[config.mk]
export PLATFORM = sky130hd
export DESIGN_NAME = match_rdo_sched
export DESIGN_NICKNAME = d
export VERILOG_FILES = /design/src/rtl/match_rdo_sched.sv
export SDC_FILE = /design/constraint.sdc
export NUM_CORES = 1
export LEC_CHECK = 0
export CAP_MARGIN = 20
export CORE_UTILIZATION = 55
export CTS_CLUSTER_DIAMETER = 40
export DETAILED_ROUTE_END_ITERATION = 10
export PLACE_DENSITY = 0.86
export SYNTH_ARGS = -nofsm -noshare
export SYNTH_HDL_FRONTEND = slang
export SYNTH_SLANG_ARGS = --single-unit
[constraint.sdc]
create_clock -name CLK -period 4.34 [get_ports CLK]
set_clock_uncertainty 0.2 [all_clocks]
set_input_delay 0.651 -clock CLK [delete_from_list [all_inputs] [get_ports CLK]]
set_output_delay 0.651 -clock CLK [all_outputs]
set_load 0.02 [all_outputs]
[src/rtl/match_rdo_sched.sv]
// match_rdo_sched: queues L1A-tagged readout requests and issues them in order over REQ/ACK/DONE.
// Optional feature macro NOMATCH_RDO_EN: NO_MATCH pulses also queue header-only readouts.
module match_rdo_sched #(
   parameter int DEPTH   = 8,
   parameter int TAGW    = 12,
   parameter int GAP_CYC = 2,
   parameter int TMO_CYC = 255
) (
   input  logic                     CLK,
   input  logic                     RST_N,
   input  logic                     L1A,
   input  logic                     MATCH,
   input  logic                     NO_MATCH,
   input  logic                     RDO_ACK,
   input  logic                     RDO_DONE,
   output logic                     RDO_REQ,
   output logic [TAGW-1:0]          RDO_TAG,
   output logic                     RDO_NOMTCH,
   output logic [$clog2(DEPTH):0]   PENDING,
   output logic                     FULL,
   output logic                     BUSY,
   output logic [7:0]               OVFL_CNT,
   output logic [7:0]               TMO_CNT
);

   localparam int AW = $clog2(DEPTH);
   localparam int CW = AW + 1;
`ifdef NOMATCH_RDO_EN
   localparam int EW = TAGW + 1;
`else
   localparam int EW = TAGW;
`endif
   localparam logic [CW-1:0] DEPTH_C  = CW'(DEPTH);
   localparam logic [9:0]    TMO_LAST = 10'(TMO_CYC - 1);
   localparam logic [3:0]    GAP_LAST = 4'(GAP_CYC - 1);

   typedef enum logic [1:0] {
      S_IDLE = 2'd0,
      S_REQ  = 2'd1,
      S_WAIT = 2'd2,
      S_GAP  = 2'd3
   } state_t;

   state_t          state_r, next_s, exit_state_s;
   logic [TAGW-1:0] tag_cnt_r;
   logic [EW-1:0]   mem_r [DEPTH];
   logic [AW-1:0]   wr_ptr_r, rd_ptr_r;
   logic [CW-1:0]   cnt_r, cnt_nxt_s;
   logic            full_r, req_r, busy_r;
   logic [TAGW-1:0] rdo_tag_r;
   logic [7:0]      ovfl_r, tmo_cnt_r;
   logic [9:0]      tmo_tmr_r;
   logic [3:0]      gap_tmr_r;
   logic            push_s, pop_s, wr_en_s, drop_s, tmo_hit_s;
   logic [EW-1:0]   wr_data_s, head_s;
`ifdef NOMATCH_RDO_EN
   logic            nomtch_r;
`else
   logic            unused_nomatch_s;
`endif

   function automatic logic [7:0] sat_inc(input logic [7:0] v);
      return (v == 8'hFF) ? v : v + 8'd1;
   endfunction

   assign head_s = mem_r[rd_ptr_r];

   // FIFO push/pop qualification and next occupancy
   always_comb begin
      pop_s = (state_r == S_REQ) && RDO_ACK;
`ifdef NOMATCH_RDO_EN
      push_s    = MATCH || NO_MATCH;
      wr_data_s = {~MATCH, tag_cnt_r};
`else
      push_s    = MATCH;
      wr_data_s = tag_cnt_r;
`endif
      wr_en_s = push_s && (!full_r || pop_s);
      drop_s  = push_s && full_r && !pop_s;
      case ({wr_en_s, pop_s})
         2'b10:   cnt_nxt_s = cnt_r + CW'(1);
         2'b01:   cnt_nxt_s = cnt_r - CW'(1);
         default: cnt_nxt_s = cnt_r;
      endcase
   end

   // Scheduler next state; leaving a readout goes straight to REQ when work is queued
   always_comb begin
      next_s       = state_r;
      tmo_hit_s    = 1'b0;
      exit_state_s = (cnt_r != {CW{1'b0}}) ? S_REQ : S_IDLE;
      case (state_r)
         S_IDLE: begin
            if (cnt_r != {CW{1'b0}}) next_s = S_REQ;
            else                     next_s = S_IDLE;
         end
         S_REQ: begin
            if (RDO_ACK) next_s = S_WAIT;
            else         next_s = S_REQ;
         end
         S_WAIT: begin
            if (RDO_DONE || (tmo_tmr_r == TMO_LAST)) begin
               tmo_hit_s = ~RDO_DONE;
               next_s    = (GAP_CYC == 0) ? exit_state_s : S_GAP;
            end else begin
               next_s = S_WAIT;
            end
         end
         S_GAP: begin
            if (gap_tmr_r == GAP_LAST) next_s = exit_state_s;
            else                       next_s = S_GAP;
         end
         default: next_s = S_IDLE;
      endcase
   end

   // Scheduler state, timers and handshake outputs
   always_ff @(posedge CLK) begin
      if (!RST_N) begin
         state_r   <= S_IDLE;
         req_r     <= 1'b0;
         busy_r    <= 1'b0;
         rdo_tag_r <= {TAGW{1'b0}};
         tmo_tmr_r <= 10'd0;
         gap_tmr_r <= 4'd0;
         tmo_cnt_r <= 8'd0;
`ifdef NOMATCH_RDO_EN
         nomtch_r  <= 1'b0;
`endif
      end else begin
         state_r <= next_s;
         req_r   <= (next_s == S_REQ);
         busy_r  <= (next_s != S_IDLE);
         if ((next_s == S_REQ) && (state_r != S_REQ)) begin
            rdo_tag_r <= head_s[TAGW-1:0];
`ifdef NOMATCH_RDO_EN
            nomtch_r  <= head_s[TAGW];
`endif
         end
         tmo_tmr_r <= (state_r == S_WAIT) ? tmo_tmr_r + 10'd1 : 10'd0;
         gap_tmr_r <= (state_r == S_GAP)  ? gap_tmr_r + 4'd1  : 4'd0;
         if (tmo_hit_s) tmo_cnt_r <= sat_inc(tmo_cnt_r);
      end
   end

   // FIFO pointers, occupancy, tag counter and overflow counter
   always_ff @(posedge CLK) begin
      if (!RST_N) begin
         wr_ptr_r  <= {AW{1'b0}};
         rd_ptr_r  <= {AW{1'b0}};
         cnt_r     <= {CW{1'b0}};
         full_r    <= 1'b0;
         tag_cnt_r <= {TAGW{1'b0}};
         ovfl_r    <= 8'd0;
      end else begin
         if (wr_en_s) wr_ptr_r <= wr_ptr_r + AW'(1);
         if (pop_s)   rd_ptr_r <= rd_ptr_r + AW'(1);
         cnt_r  <= cnt_nxt_s;
         full_r <= (cnt_nxt_s == DEPTH_C);
         if (L1A)    tag_cnt_r <= tag_cnt_r + TAGW'(1);
         if (drop_s) ovfl_r    <= sat_inc(ovfl_r);
      end
   end

   // FIFO storage; contents are don't-care while the pointers say empty
   always_ff @(posedge CLK) begin
      if (RST_N && wr_en_s) mem_r[wr_ptr_r] <= wr_data_s;
   end

`ifdef NOMATCH_RDO_EN
   assign RDO_NOMTCH = nomtch_r;
`else
   assign RDO_NOMTCH       = 1'b0;
   assign unused_nomatch_s = NO_MATCH;
`endif
   assign RDO_REQ  = req_r;
   assign RDO_TAG  = rdo_tag_r;
   assign PENDING  = cnt_r;
   assign FULL     = full_r;
   assign BUSY     = busy_r;
   assign OVFL_CNT = ovfl_r;
   assign TMO_CNT  = tmo_cnt_r;

endmodule

* Yosys cells after proc, flatten, opt, wreduce, memory -nomap -nowiden *
Memories as Yosys holds them, arrays and structs flattened. A register that Yosys moved wholly into a read port is not among the register bits.
Index checks and enable logic that the tools add are counted.

cells by class
  add/sub/neg operators = 9
  equality and inequality tests = 12
  multiplexer cells = 10
  bitwise logic cells = 3
  reduce and logical (&&, ||, !) cells = 18

operators with widths
  operator                 number
  $add A8 B1 Y8 const B    2
  $eq A8 B8 Y1 const B     2
  $add A12 B1 Y12 const B  1
  $add A10 B1 Y10 const B  1
  $eq A10 B8 Y1 const B    1
  $add A4 B1 Y4 const B    2
  $pmux W2 S4              1
  $pmux W4 S2              1
  $reduce_and A2 Y1        4
  $add A3 B1 Y3 const B    2
  $eq A2 B1 Y1 const B     3
  $eq A2 B2 Y1 const B     3
  $logic_and A1 B1 Y1      6
  $mux W1                  6
  $eq A4 B1 Y1 const B     1
  $eq A4 B4 Y1 const B     1
  $mux W2                  2
  $reduce_bool A4 Y1       1
  $sub A4 B1 Y4 const B    1
  $logic_not A1 Y1         3
  $not A1 Y1               3
  $logic_not A2 Y1         1
  $logic_or A1 B1 Y1       2
  $ne A2 B1 Y1 const B     1
  $reduce_bool A2 Y1       1

storage, ports and cells
  bits in registers = 57
  bits in writable memories = 96
  input port bits = 7
  output and inout bits = 36
  logic and storage cells = 65
  memories kept = 1

memories
  memory  depth  bits a word  read ports  clocked after Yosys merged registers in  write ports  line  source
  mem_r   8      12           1           1                                        1            46    logic [EW-1:0] mem_r [DEPTH];

* Depth between registers and ports, before layout *
Gate-level depths: netlist of the first run.

  depth in word-level cells = 7
  depth in mapped cells = 11
  depth with buffers taken out = 10

* Least setup slack after synthesis of the first run *
No wires, ideal clock.

  path kind = in2reg
  from = in RDO_ACK
  to = mem mem_r[1][0] in the netlist's numbering, enable pin
  setup time = 0.412 ns
  data arrival time = 2.592 ns
  path slack = 1.135 ns
  stages = 4
  path buffers = 0
  cell sequence = nand3b_1 > a21boi_1 > inv_1 > nor4_1

between the ends
  longest elaborated chain between the ends = 6

RTL lines
  item                           line  source
  start: declaration             14    input logic RDO_ACK,
  $logic_and A1 B1 Y1            70    pop_s = (state_r == S_REQ) && RDO_ACK;
  $logic_or A1 B1 Y1             78    wr_en_s = push_s && (!full_r || pop_s);
  $logic_and A1 B1 Y1            78
  $logic_and A1 B1 Y1            167   if (RST_N && wr_en_s) mem_r[wr_ptr_r] <= wr_data_s;
  $mux W1                        167
  $mux W1 (implied by the code)  167
  end: declaration               46

Every way passes these cells.

* Final worst setup path of the first run *
  from = in RDO_ACK
  to = reg full_r (netlist: FULL)

between the ends
  longest elaborated chain between the ends = 6

RTL lines
  item                                          line  source
  $logic_and A1 B1 Y1 (*)                       70
  $logic_or A1 B1 Y1                            78
  $logic_and A1 B1 Y1                           78
  $eq A2 B1 Y1 or $eq A2 B2 Y1 (tied branches)  80    case ({wr_en_s, pop_s})
  $pmux W4 S2 (*)                               80
  $eq A4 B4 Y1 (*)                              159   full_r <= (cnt_nxt_s == DEPTH_C);
  end signal: assignment                        159
  end: declaration                              49    logic full_r, req_r, busy_r;

Every way passes the cells marked *; elsewhere a longest branch is shown, timed or not.
A chain may end at the register's enable or synchronous reset.

==> summary.md, run 1 <==
| Metric | Value |
|---|---|
| Status | `completed` |
| Dominant register cell in the synthesized netlist | `edfxtp_1` |
| Post CTS Setup Buffer Count | `0` |
| Data arrival time of the critical path | `3.49 ns` |
| Slew margin rel. | `37.1%` |
| Port-buffer cells | `40` |
| Vias after detailed routing | `4,227` |
| Instance area at placement | `7320 sq um` |
| Chip height | `113 um` |
| Clock tree from TritonCTS | `built` |
| Vias in the first global route | `4,215` |
| Post-DP HPWL | `8.12 mm` |
| Starting Density | `56.2%` |
| Top fanout value on the critical path | `6` |
| Maximum frequency from static timing analysis | `297 MHz` |
| Number of flip-flops and latches in the synthesized netlist | `165` |
| Standard cell with the maximum stage delay on the critical path | `clkdlybuf4s50_1` |
| Pre-Repair DR Iteration Count | `5` |
| Async set or reset register ratio after synthesis | `0%` |
| Vias per cell | `5.97` |
| Share of the cycle needed by the critical path after routing | `77.7%` |
| CTS Hold Buffers Added | `0` |
| Synth top cells by count | `edfxtp_1 (96), dfxtp_1 (69), nor2_1 (44), a21oi_1 (27)` |
| Hold Fails Final Rpt | `0` |
| Req. time, crit path | `4.46 ns` |
| Number of cell instances on the worst register-to-register path | `11` |
| EDFF count, synth | `96` |
| Clk pin slew, worst setup/hold paths | `0.06 ns` |
| Drt total wl | `13.4 mm` |
| Crit end category | `flip-flop` |
| Diodes inserted | `0` |
| Library cells used by synthesis | `49` |
| Shortest clock period the worst path allows after layout | `3.37 ns` |
| Max_cap viols | `0` |
| Post-synth top area share | `42.9%` |
| Most frequent CP cell | `ha_1` |
| Largest net degree at the start of global routing | `31` |
| Last element of the critical path | `FULL` |
| Gate count after technology mapping | `498` |
| Die Wd | `113 um` |
| Post-synthesis average cell area | `13.5 sq um` |
| Setup TNS Final | `0 ns` |
| Largest voltage drop on the vdd net | `0.395 mV` |
| Global-route wire length before repair | `21.1 mm` |
| Antenna-violating nets left | `0` |
| Total of warnings raised by yosys | `0` |
| Latest clock arrival within the worst-skew pair | `0.44 ns` |
| Wire length per cell after detailed routing | `18.9 um` |
| Class of the tightest hold or removal check | `flip-flop to flip-flop` |
| Slew at the pin closest to its max-slew limit | `0.942 ns` |
| Clock sink count | `165` |
| Final Cell Area | `7950 sq um` |
| Share of cells above drive strength 1 | `13.4%` |
| Library cell used as clock root buffer | `clkbuf_16` |
| Critical path, cell by cell | `clkdlybuf4s50_1 -> nand3b_1 -> a21boi_1 -> buf_4 -> inv_1 -> ha_1 -> xor2_1 -> ha_1 -> a21oi_1 -> mux2i_1 -> xnor2_1 -> a2111oi_1` |
| Biggest area contributors in the synthesized netlist | `edfxtp_1 (43%), dfxtp_1 (21%), mux4_2 (8.0%)` |
| Final Setup Violations | `0` |
| Initial antenna violation count | `0` |
| Layout fillers | `793` |
| Number of DRC violations after detailed routing | `0` |
| Area growth from synthesis to layout | `18.3%` |
| Power density over cell area | `495 nW/um^2` |
| # nets final | `567` |
| Share of the yosys chip area belonging to registers | `63.4%` |
| Largest stage delay on the critical path | `0.51 ns` |
| Reg2reg setup slack | `1.15 ns` |
| Number of gates resized after cts | `0` |
| Count of pins on the block boundary | `43` |
| Die area | `12,700 sq um` |
| Area of the core | `12,000 sq um` |
| Violation count after the first detailed-route iteration | `425` |
| Library cell with the highest instance count after synthesis | `edfxtp_1` |
| Cell row count | `40` |
| Buffer levels on the longest clock path | `2` |
| Number of buffers and inverters on the critical path | `3` |
| GRT Total Usage | `22.7%` |
| Critical path startpoint category | `input pin` |
| Maximum level of the CTS H-tree | `4` |
| Critical path's top delay family | `buffers and inverters` |
| Final number of max-transition violations | `0` |
| Dominant cell type by area after synthesis | `edfxtp_1` |
| Synthesized cell area | `6720 sq um` |
| Endpoint of the worst register-to-register path | `FULL` |
| Instance count on the critical path | `12` |
| Startpoint-to-endpoint class of the critical path | `input pin to flip-flop` |
| Reg2reg start | `state_r[0]` |
| Worst setup path startpoint | `RDO_ACK` |
| RSZ-0062 raised after global routing | `false` |
| Static leakage power | `2.65 nW` |
| Total Power | `0.00393 W` |
| TritonCTS Buffers | `17` |
| GP Congestion | `0.851` |
| Number of nets in the synthesized netlist | `517` |
| Remaining global-route overflow | `0` |
[through the flow]
stage               std cells  hold slack (ns)  setup slack [ns]  util [%]
finish                    708            0.265             0.969      66.5
global placement          676            0.246             0.699      61.2
global route              708            0.306             0.845      66.5
detailed placement        676            0.258             0.638      61.2
CTS                       708            0.271              1.02      66.5
floorplan                 498            0.233              1.14         -
[how the worst min path moves through the flow]
stage            startpoint      endpoint  slack (ns)  cells after the start
5_1_grt        gap_tmr_r[0]  gap_tmr_r[0]        0.31                      1
3_3_place_gp   gap_tmr_r[0]  gap_tmr_r[0]        0.25                      1
3_5_place_dp   gap_tmr_r[0]  gap_tmr_r[0]        0.26                      1
6_report       gap_tmr_r[0]  gap_tmr_r[0]        0.27                      1
2_1_floorplan  gap_tmr_r[0]  gap_tmr_r[0]        0.23                      1
4_1_cts        gap_tmr_r[0]  gap_tmr_r[0]        0.27                      1
[report_power, final]
part / leakage (nW) / switching [W] / total (W) / internal, W
combinational: 0.891 / 0.000314 / 0.000569 / 0.000255
sequential: 1.46 / 0.0000931 / 0.00181 / 0.00172
clock: 0.305 / 0.000713 / 0.00155 / 0.000837
total: 2.65 / 0.00112 / 0.00393 / 0.00281
[flip-flops by register name, summed over array words and instances (netlist names)]
name / flops
TMO_CNT: 8
state_r: 2
PENDING: 4
RDO_TAG: 12
tag_cnt_r: 12
BUSY: 1
OVFL_CNT: 8
rd_ptr_r: 3
mem_r: 96
gap_tmr_r: 4
FULL: 1
RDO_REQ: 1
tmo_tmr_r: 10
wr_ptr_r: 3
[kinds of logic after synthesis]
family	share of synthesized area [%]
AOI/OAI and AO/OA	6.09
xor gates and xnor gates	3.39
adders and majority gates	2.23
buffers and inverters	2.21
DFF	63.4
muxes	11.5
other	0.0558
and+or+nand+nor	11.1
[per-layer routing]
layer  up-vias  global-route usage, %  wire length [um]
li1       1964                      -                 -
met1      2084                   26.7              5330
met2       153                   38.4              6980
met3        26                   7.02               782
met4         0                   9.96               307
met5         -                      0                 0
[layout make-up]
cell class,instances,area [sq um],share of cell area (%)
Tap cell,147,184,2.31
Clock inverter,15,205,2.58
Sequential cell,165,4260,53.6
Multi-Input combinational cell,298,2320,29.2
Inverter,12,45.0,0.567
Timing Repair Buffer,54,505,6.36
Clock buffer,17,425,5.35
[cell usage in the layout (no fill, tap or decap), types with 10 or more instances in the layout]
cell,instances
clkbuf_16,17
a21oi_1,27
clkdlybuf4s50_1,40
nand3_1,15
nand2_1,24
dfxtp_1,69
buf_4,14
xor2_1,16
o21ai_0,20
mux4_2,24
xnor2_1,10
nor2_1,44
inv_1,12
mux2i_1,23
ha_1,12
edfxtp_1,96
Power figures use the tool's default switching activity.
==> inputs of run 2 (changes only) <==
Settings changed: CORE_UTILIZATION 55 to 53.
Clock period 4.34 ns to 2.9 ns, I/O delays scaled along.
==> summary.md, run 2 (synthesis results as in run 1) <==
| Metric | Value |
|---|---|
| Clock tree from TritonCTS | `built (unchanged)` |
| # nets final | `576 (was 567)` |
| Clk network pwr share | `38.5% (was 39.4%)` |
| Port-buffer cells | `40 (unchanged)` |
| Vias per cell | `5.67 (was 5.97)` |
| Top fanout value on the critical path | `5 (was 6)` |
| Die area | `13,100 sq um (was 12,700 sq um)` |
| Diodes inserted | `0 (unchanged)` |
| Antenna-violating nets left | `0 (unchanged)` |
| Commonest cells after routing, fill and taps aside | `edfxtp_1 (96), dfxtp_1 (69), nor2_1 (44) (unchanged)` |
| Wire length on met2 | `6.85 mm (was 6.98 mm)` |
| Maximum level of the CTS H-tree | `4 (unchanged)` |
| Net switching power figure | `0.00150 W (was 0.00112 W)` |
| Flop pwr share | `45.8% (was 46.1%)` |
| Remaining global-route overflow | `0 (unchanged)` |
| Post-DP HPWL | `8.33 mm (was 8.12 mm)` |
| Share of the cycle needed by the critical path after routing | `94.7%` |
| Internal | `0.00434 W (was 0.00281 W)` |
| Count of pins on the block boundary | `43 (unchanged)` |
| Post CTS Setup Buffer Count | `0 (unchanged)` |
| Hold Fails Final Rpt | `0 (unchanged)` |
| Power density over cell area | `728 nW/um^2 (was 495 nW/um^2)` |
| Cell row count | `40 (unchanged)` |
| Max_cap viols | `0 (unchanged)` |
| Detailed-routing wirelength on met1 | `5.51 mm (was 5.33 mm)` |
| Number of DRC violations after detailed routing | `0 (unchanged)` |
| Latest clock arrival within the worst-skew pair | `0.43 ns (was 0.44 ns)` |
| Status | `completed (unchanged)` |
| Starting Density | `55.3% (was 56.2%)` |
| Sum of met3 wire segment lengths after detailed routing | `819 um (was 782 um)` |
| Vias in the first global route | `4,289 (was 4,215)` |
| Data arrival time of the critical path | `2.87 ns (was 3.49 ns)` |
| Initial antenna violation count | `0 (unchanged)` |
| Class of the tightest hold or removal check | `flip-flop to flip-flop (unchanged)` |
| Final Cell Area | `8010 sq um (was 7950 sq um)` |
| Final Setup Violations | `0 (unchanged)` |
| Startpoint-to-endpoint class of the critical path | `input pin to flip-flop (unchanged)` |
| Portion of total power attributed to combinational logic | `15.7% (was 14.5%)` |
| Setup TNS Final | `0 ns (unchanged)` |
| Area growth from synthesis to layout | `19.2% (was 18.3%)` |
| TritonCTS Buffers | `17 (unchanged)` |
| Final number of max-transition violations | `0 (unchanged)` |
| Wire length per cell after detailed routing | `18.1 um (was 18.9 um)` |
| Vias after detailed routing | `4,177 (was 4,227)` |
| Drt total wl | `13.4 mm (about the same)` |
| Die Wd | `115 um (was 113 um)` |
| Clk pin slew, worst setup/hold paths | `0.06 ns (about the same)` |
| Maximum frequency from static timing analysis | `364 MHz` |
| Max FFs per register | `96 (unchanged)` |
| Chip height | `115 um (was 113 um)` |
| Clock sink count | `165 (unchanged)` |
| Instance area at placement | `7420 sq um (was 7320 sq um)` |
| Uppermost layer routed | `met4 (unchanged)` |
| Slew at the pin closest to its max-slew limit | `0.932 ns (was 0.942 ns)` |
| GP Congestion | `0.794 (was 0.851)` |
| Area of the core | `12,200 sq um (was 12,000 sq um)` |
| Slew margin rel. | `37.8% (was 37.1%)` |
| Shortest clock period the worst path allows after layout | `2.75 ns` |
| Library cell used as clock root buffer | `clkbuf_16 (unchanged)` |
| Largest voltage drop on the vdd net | `0.583 mV (was 0.395 mV)` |
| Pre-Repair DR Iteration Count | `5 (unchanged)` |
| Req. time, crit path | `3.02 ns (was 4.46 ns)` |
| Buffer levels on the longest clock path | `2 (unchanged)` |
| Violation count after the first detailed-route iteration | `337 (was 425)` |
| Switching Fraction | `25.6% (was 28.5%)` |
| Share of cells above drive strength 1 | `14.2% (was 13.4%)` |
| Crit end category | `flip-flop (unchanged)` |
| Critical path startpoint category | `input pin (unchanged)` |
| Global-route wire length before repair | `21.5 mm (was 21.1 mm)` |
| Largest net degree at the start of global routing | `36 (was 31)` |
| Static leakage power | `2.68 nW (was 2.65 nW)` |
| Most common cell after layout, fill and taps aside | `edfxtp_1 (unchanged)` |
| GRT Total Usage | `22.2% (was 22.7%)` |
| Largest reg by FF count | `mem_r (unchanged)` |
-- run 2: changes by cell type in the layout (fill, tap and decap cells not counted), moves of 3 or more --
cell / change
buf_4: +9
clkinv_8: -6
clkbuf_1: +4
inv_8: -3
clkinv_4: +3
-- run 2: final timing paths --
check             slack [ns]   startpoint  cells past startpoint          end
hold reg to reg         0.28  rd_ptr_r[1]                      2  rd_ptr_r[1]
setup / recovery        0.15      RDO_ACK                     10         FULL
setup reg to reg        0.30   state_r[1]                      9         FULL
hold / removal          0.28  rd_ptr_r[1]                      2  rd_ptr_r[1]
-- run 2: area by class of cell --
class / count / area [sq um]
clock inverter: 10 / 150
timing repair buffer: 63 / 573
sequential: 165 / 4260
multi-input combinational: 298 / 2330
inverter: 12 / 45.0
fill: 843 / 4150
clock buffer: 21 / 440
tap: 168 / 210
-- run 2: power by group through the flow --
stage                     sequential (W)  combinational, W  clock [W]
after floorplan                  0.00278          0.000535          0
after global placement           0.00271          0.000887          0
after detailed placement         0.00272          0.000911          0
after CTS                        0.00267          0.000919    0.00228
after global routing             0.00269          0.000984    0.00238
final                            0.00267          0.000914    0.00225
-- run 2: routing by layer --
layer	vias up	track usage (%)
li1	1998	-
met1	2042	26.9
met2	118	38.1
met3	19	5.40
met4	0	9.18
met5	-	0
-- run 2: what timing repair did --
item	in CTS	in global routing
hold endpoints to repair	0	0
hold buffers	0	0
endpoints found under the setup margin	0	1
resized for setup	0	1
-- run 2: critical path, cell delays in order --
cell and delay [ns]:
clkdlybuf4s50_1 0.50, nand3b_1 0.15, a21boi_2 0.20, inv_1 0.09
ha_1 0.22, buf_4 0.16, o311ai_4 0.07, o31ai_1 0.12
or4b_1 0.54, a2111oi_2 0.37
-- run 2: per-stage QoR --
stage               std cells  power, W  worst slack [ns]  hold WS [ns]  util [%]
floorplan                 498   0.00331            -0.128         0.233         -
global placement          706   0.00360            -0.164         0.245      61.0
detailed placement        706   0.00363            -0.328         0.274      61.0
CTS                       737   0.00587             0.101         0.283      65.8
global route              737   0.00606          -0.00181         0.305      65.9
finish                    737   0.00584             0.153         0.281      65.9
==> inputs of run 3 (changes only) <==
Settings changed: CORE_MARGIN from default to 5, SLEW_MARGIN from default to 10.
==> summary.md, run 3 (synthesis results as in run 1) <==
| Metric | Value |
|---|---|
| Status | `completed (unchanged)` |
| Critical path's top delay family | `compound AO/OA/AOI/OAI gates (unchanged)` |
| Class of the tightest hold or removal check | `flip-flop to flip-flop (unchanged)` |
| Share of the cycle needed by the critical path after routing | `95.1% (was 94.7%)` |
| Initial antenna violation count | `0 (unchanged)` |
| Data arrival time of the critical path | `2.87 ns (about the same)` |
| Number of gates resized after cts | `0 (unchanged)` |
| Final Cell Area | `8090 sq um (was 8010 sq um)` |
| Critical path, cell by cell | `clkdlybuf4s50_1 -> nand3b_1 -> a21boi_2 -> inv_1 -> ha_1 -> xor2_1 -> ha_1 -> a21oi_1 -> mux2i_1 -> xnor2_1 -> a2111oi_2 (was clkdlybuf4s50_1 -> nand3b_1 -> a21boi_2 -> inv_1 -> ha_1 -> buf_4 -> o311ai_4 -> o31ai_1 -> or4b_1 -> a2111oi_2)` |
| Clock tree from TritonCTS | `built (unchanged)` |
| Drt total wl | `13.7 mm (was 13.4 mm)` |
| Post-DP HPWL | `8.60 mm (was 8.33 mm)` |
| GRT Total Usage | `20.0% (was 22.2%)` |
| Clk pin slew, worst setup/hold paths | `0.06 ns (about the same)` |
| Maximum frequency from static timing analysis | `363 MHz (was 364 MHz)` |
| Area growth from synthesis to layout | `20.3% (was 19.2%)` |
| Hold Fails Final Rpt | `0 (unchanged)` |
| GP Congestion | `0.771 (was 0.794)` |
| Vias after detailed routing | `4,234 (was 4,177)` |
| Global-route wire length before repair | `22.6 mm (was 21.5 mm)` |
| Total Power | `0.00602 W (was 0.00584 W)` |
| Diodes inserted | `0 (unchanged)` |
| Area of the core | `12,500 sq um (was 12,200 sq um)` |
| CTS Hold Buffers Added | `0 (unchanged)` |
| Port-buffer cells | `40 (unchanged)` |
| Largest voltage drop on the vdd net | `0.489 mV (was 0.583 mV)` |
| Worst setup slack after layout | `0.143 ns (was 0.153 ns)` |
| Starting Density | `53.7% (was 55.3%)` |
| Startpoint-to-endpoint class of the critical path | `input pin to flip-flop (unchanged)` |
| # placed instances | `712 (was 706)` |
| Most common cell after layout, fill and taps aside | `edfxtp_1 (unchanged)` |
| Slew margin rel. | `36.3% (was 37.8%)` |
| Most frequent CP cell | `ha_1` |
| Clock sink count | `165 (unchanged)` |
| Instance area at placement | `7440 sq um (was 7420 sq um)` |
| Static leakage power | `2.71 nW (was 2.68 nW)` |
| Violation count after the first detailed-route iteration | `381 (was 337)` |
| Power density over cell area | `745 nW/um^2 (was 728 nW/um^2)` |
| Pre-Repair DR Iteration Count | `5 (unchanged)` |
| Count of pins on the block boundary | `43 (unchanged)` |
| TritonCTS Buffers | `17 (unchanged)` |
| Maximum level of the CTS H-tree | `4 (unchanged)` |
| Antenna-violating nets left | `0 (unchanged)` |
| Buffer levels on the longest clock path | `2 (unchanged)` |
| Non-filler cells, final | `744 (was 737)` |
| Post CTS Setup Buffer Count | `0 (unchanged)` |
| Final number of max-transition violations | `0 (unchanged)` |
| Largest reg by FF count | `mem_r (unchanged)` |
| Setup slack after placement | `-0.347 ns (was -0.328 ns)` |
| Req. time, crit path | `3.01 ns (was 3.02 ns)` |
| RSZ-0062 raised after global routing | `false` |
| Max_cap viols | `0 (unchanged)` |
| Die Wd | `123 um (was 115 um)` |
| Largest net degree at the start of global routing | `39 (was 36)` |
| Commonest cells after routing, fill and taps aside | `edfxtp_1 (96), dfxtp_1 (69), nor2_1 (44) (unchanged)` |
| Shortest clock period the worst path allows after layout | `2.76 ns (was 2.75 ns)` |
| Chip height | `123 um (was 115 um)` |
| # nets final | `578 (was 576)` |
| Slew at the pin closest to its max-slew limit | `0.955 ns (was 0.932 ns)` |
| Remaining global-route overflow | `0 (unchanged)` |
| Latest clock arrival within the worst-skew pair | `0.42 ns (was 0.43 ns)` |
| Max FFs per register | `96 (unchanged)` |
| Wire length per cell after detailed routing | `18.5 um (was 18.1 um)` |
| Vias in the first global route | `4,366 (was 4,289)` |
| Share of cells above drive strength 1 | `15.0% (was 14.2%)` |
| Largest stage delay on the critical path | `0.51 ns (was 0.54 ns)` |
| Crit end category | `flip-flop (unchanged)` |
| Cell row count | `41 (was 40)` |
| Final Setup Violations | `0 (unchanged)` |
| Standard cell with the maximum stage delay on the critical path | `clkdlybuf4s50_1 (was or4b_1)` |
| Top fanout value on the critical path | `3 (was 5)` |
| Critical path startpoint category | `input pin (unchanged)` |
| Library cell used as clock root buffer | `clkbuf_16 (unchanged)` |
| Number of buffers and inverters on the critical path | `2 (was 3)` |
| Die area | `15,000 sq um (was 13,100 sq um)` |
| Number of DRC violations after detailed routing | `0 (unchanged)` |
| Vias per cell | `5.69 (was 5.67)` |
[run 3: changes by cell type in the layout (fill, tap and decap cells not counted), sizes merged]
| cell | before | now |
|---|---|---|
| buf | 23 | 25 |
| bufinv | 3 | 4 |
| clkinv | 4 | 3 |
| clkinvlp | 1 | 3 |
| inv | 14 | 13 |
[run 3: final timing paths]
| check | start | depth (start not counted) | slack (ns) | end |
|---|---|---|---|---|
| setup / recovery | RDO_ACK | 11 | 0.14 | FULL |
| hold / removal | gap_tmr_r[0] | 1 | 0.29 | gap_tmr_r[0] |
| setup reg to reg | state_r[1] | 10 | 0.31 | FULL |
| hold reg to reg | gap_tmr_r[0] | 1 | 0.29 | gap_tmr_r[0] |
[run 3: cell type report]
cell class	instances	area, sq um
repair buffers	65	588
inverters	12	45.0
clock buffers	21	472
fillers	909	4430
flip-flops and latches	165	4260
multi-input cells	298	2330
well taps	172	215
clock inverters	11	174
[run 3: power breakdown]
part           total (W)  internal, W  switching, W  leakage, nW
sequential       0.00268      0.00258     0.0000987         1.46
clock            0.00241      0.00152      0.000886        0.305
combinational   0.000942     0.000417      0.000525        0.947
[run 3: routing by layer]
layer / global-route usage (%) / vias up / part of all wire [%]
li1: - / 1991 / -
met1: 24.9 / 2078 / 39
met2: 33.7 / 142 / 52
met3: 5.16 / 23 / 6.7
met4: 7.84 / 0 / 1.8
met5: 0 / - / 0
[run 3: stage by stage]
stage | hold WS [ns] | utilization, % | setup TNS (ns)
6_report | 0.293 | 64.6 | 0
3_5_place_dp | 0.263 | 59.4 | -0.450
4_1_cts | 0.297 | 64.6 | 0
2_1_floorplan | 0.233 | - | -3.08
3_3_place_gp | 0.244 | 59.4 | -0.180
5_1_grt | 0.301 | 64.6 | 0
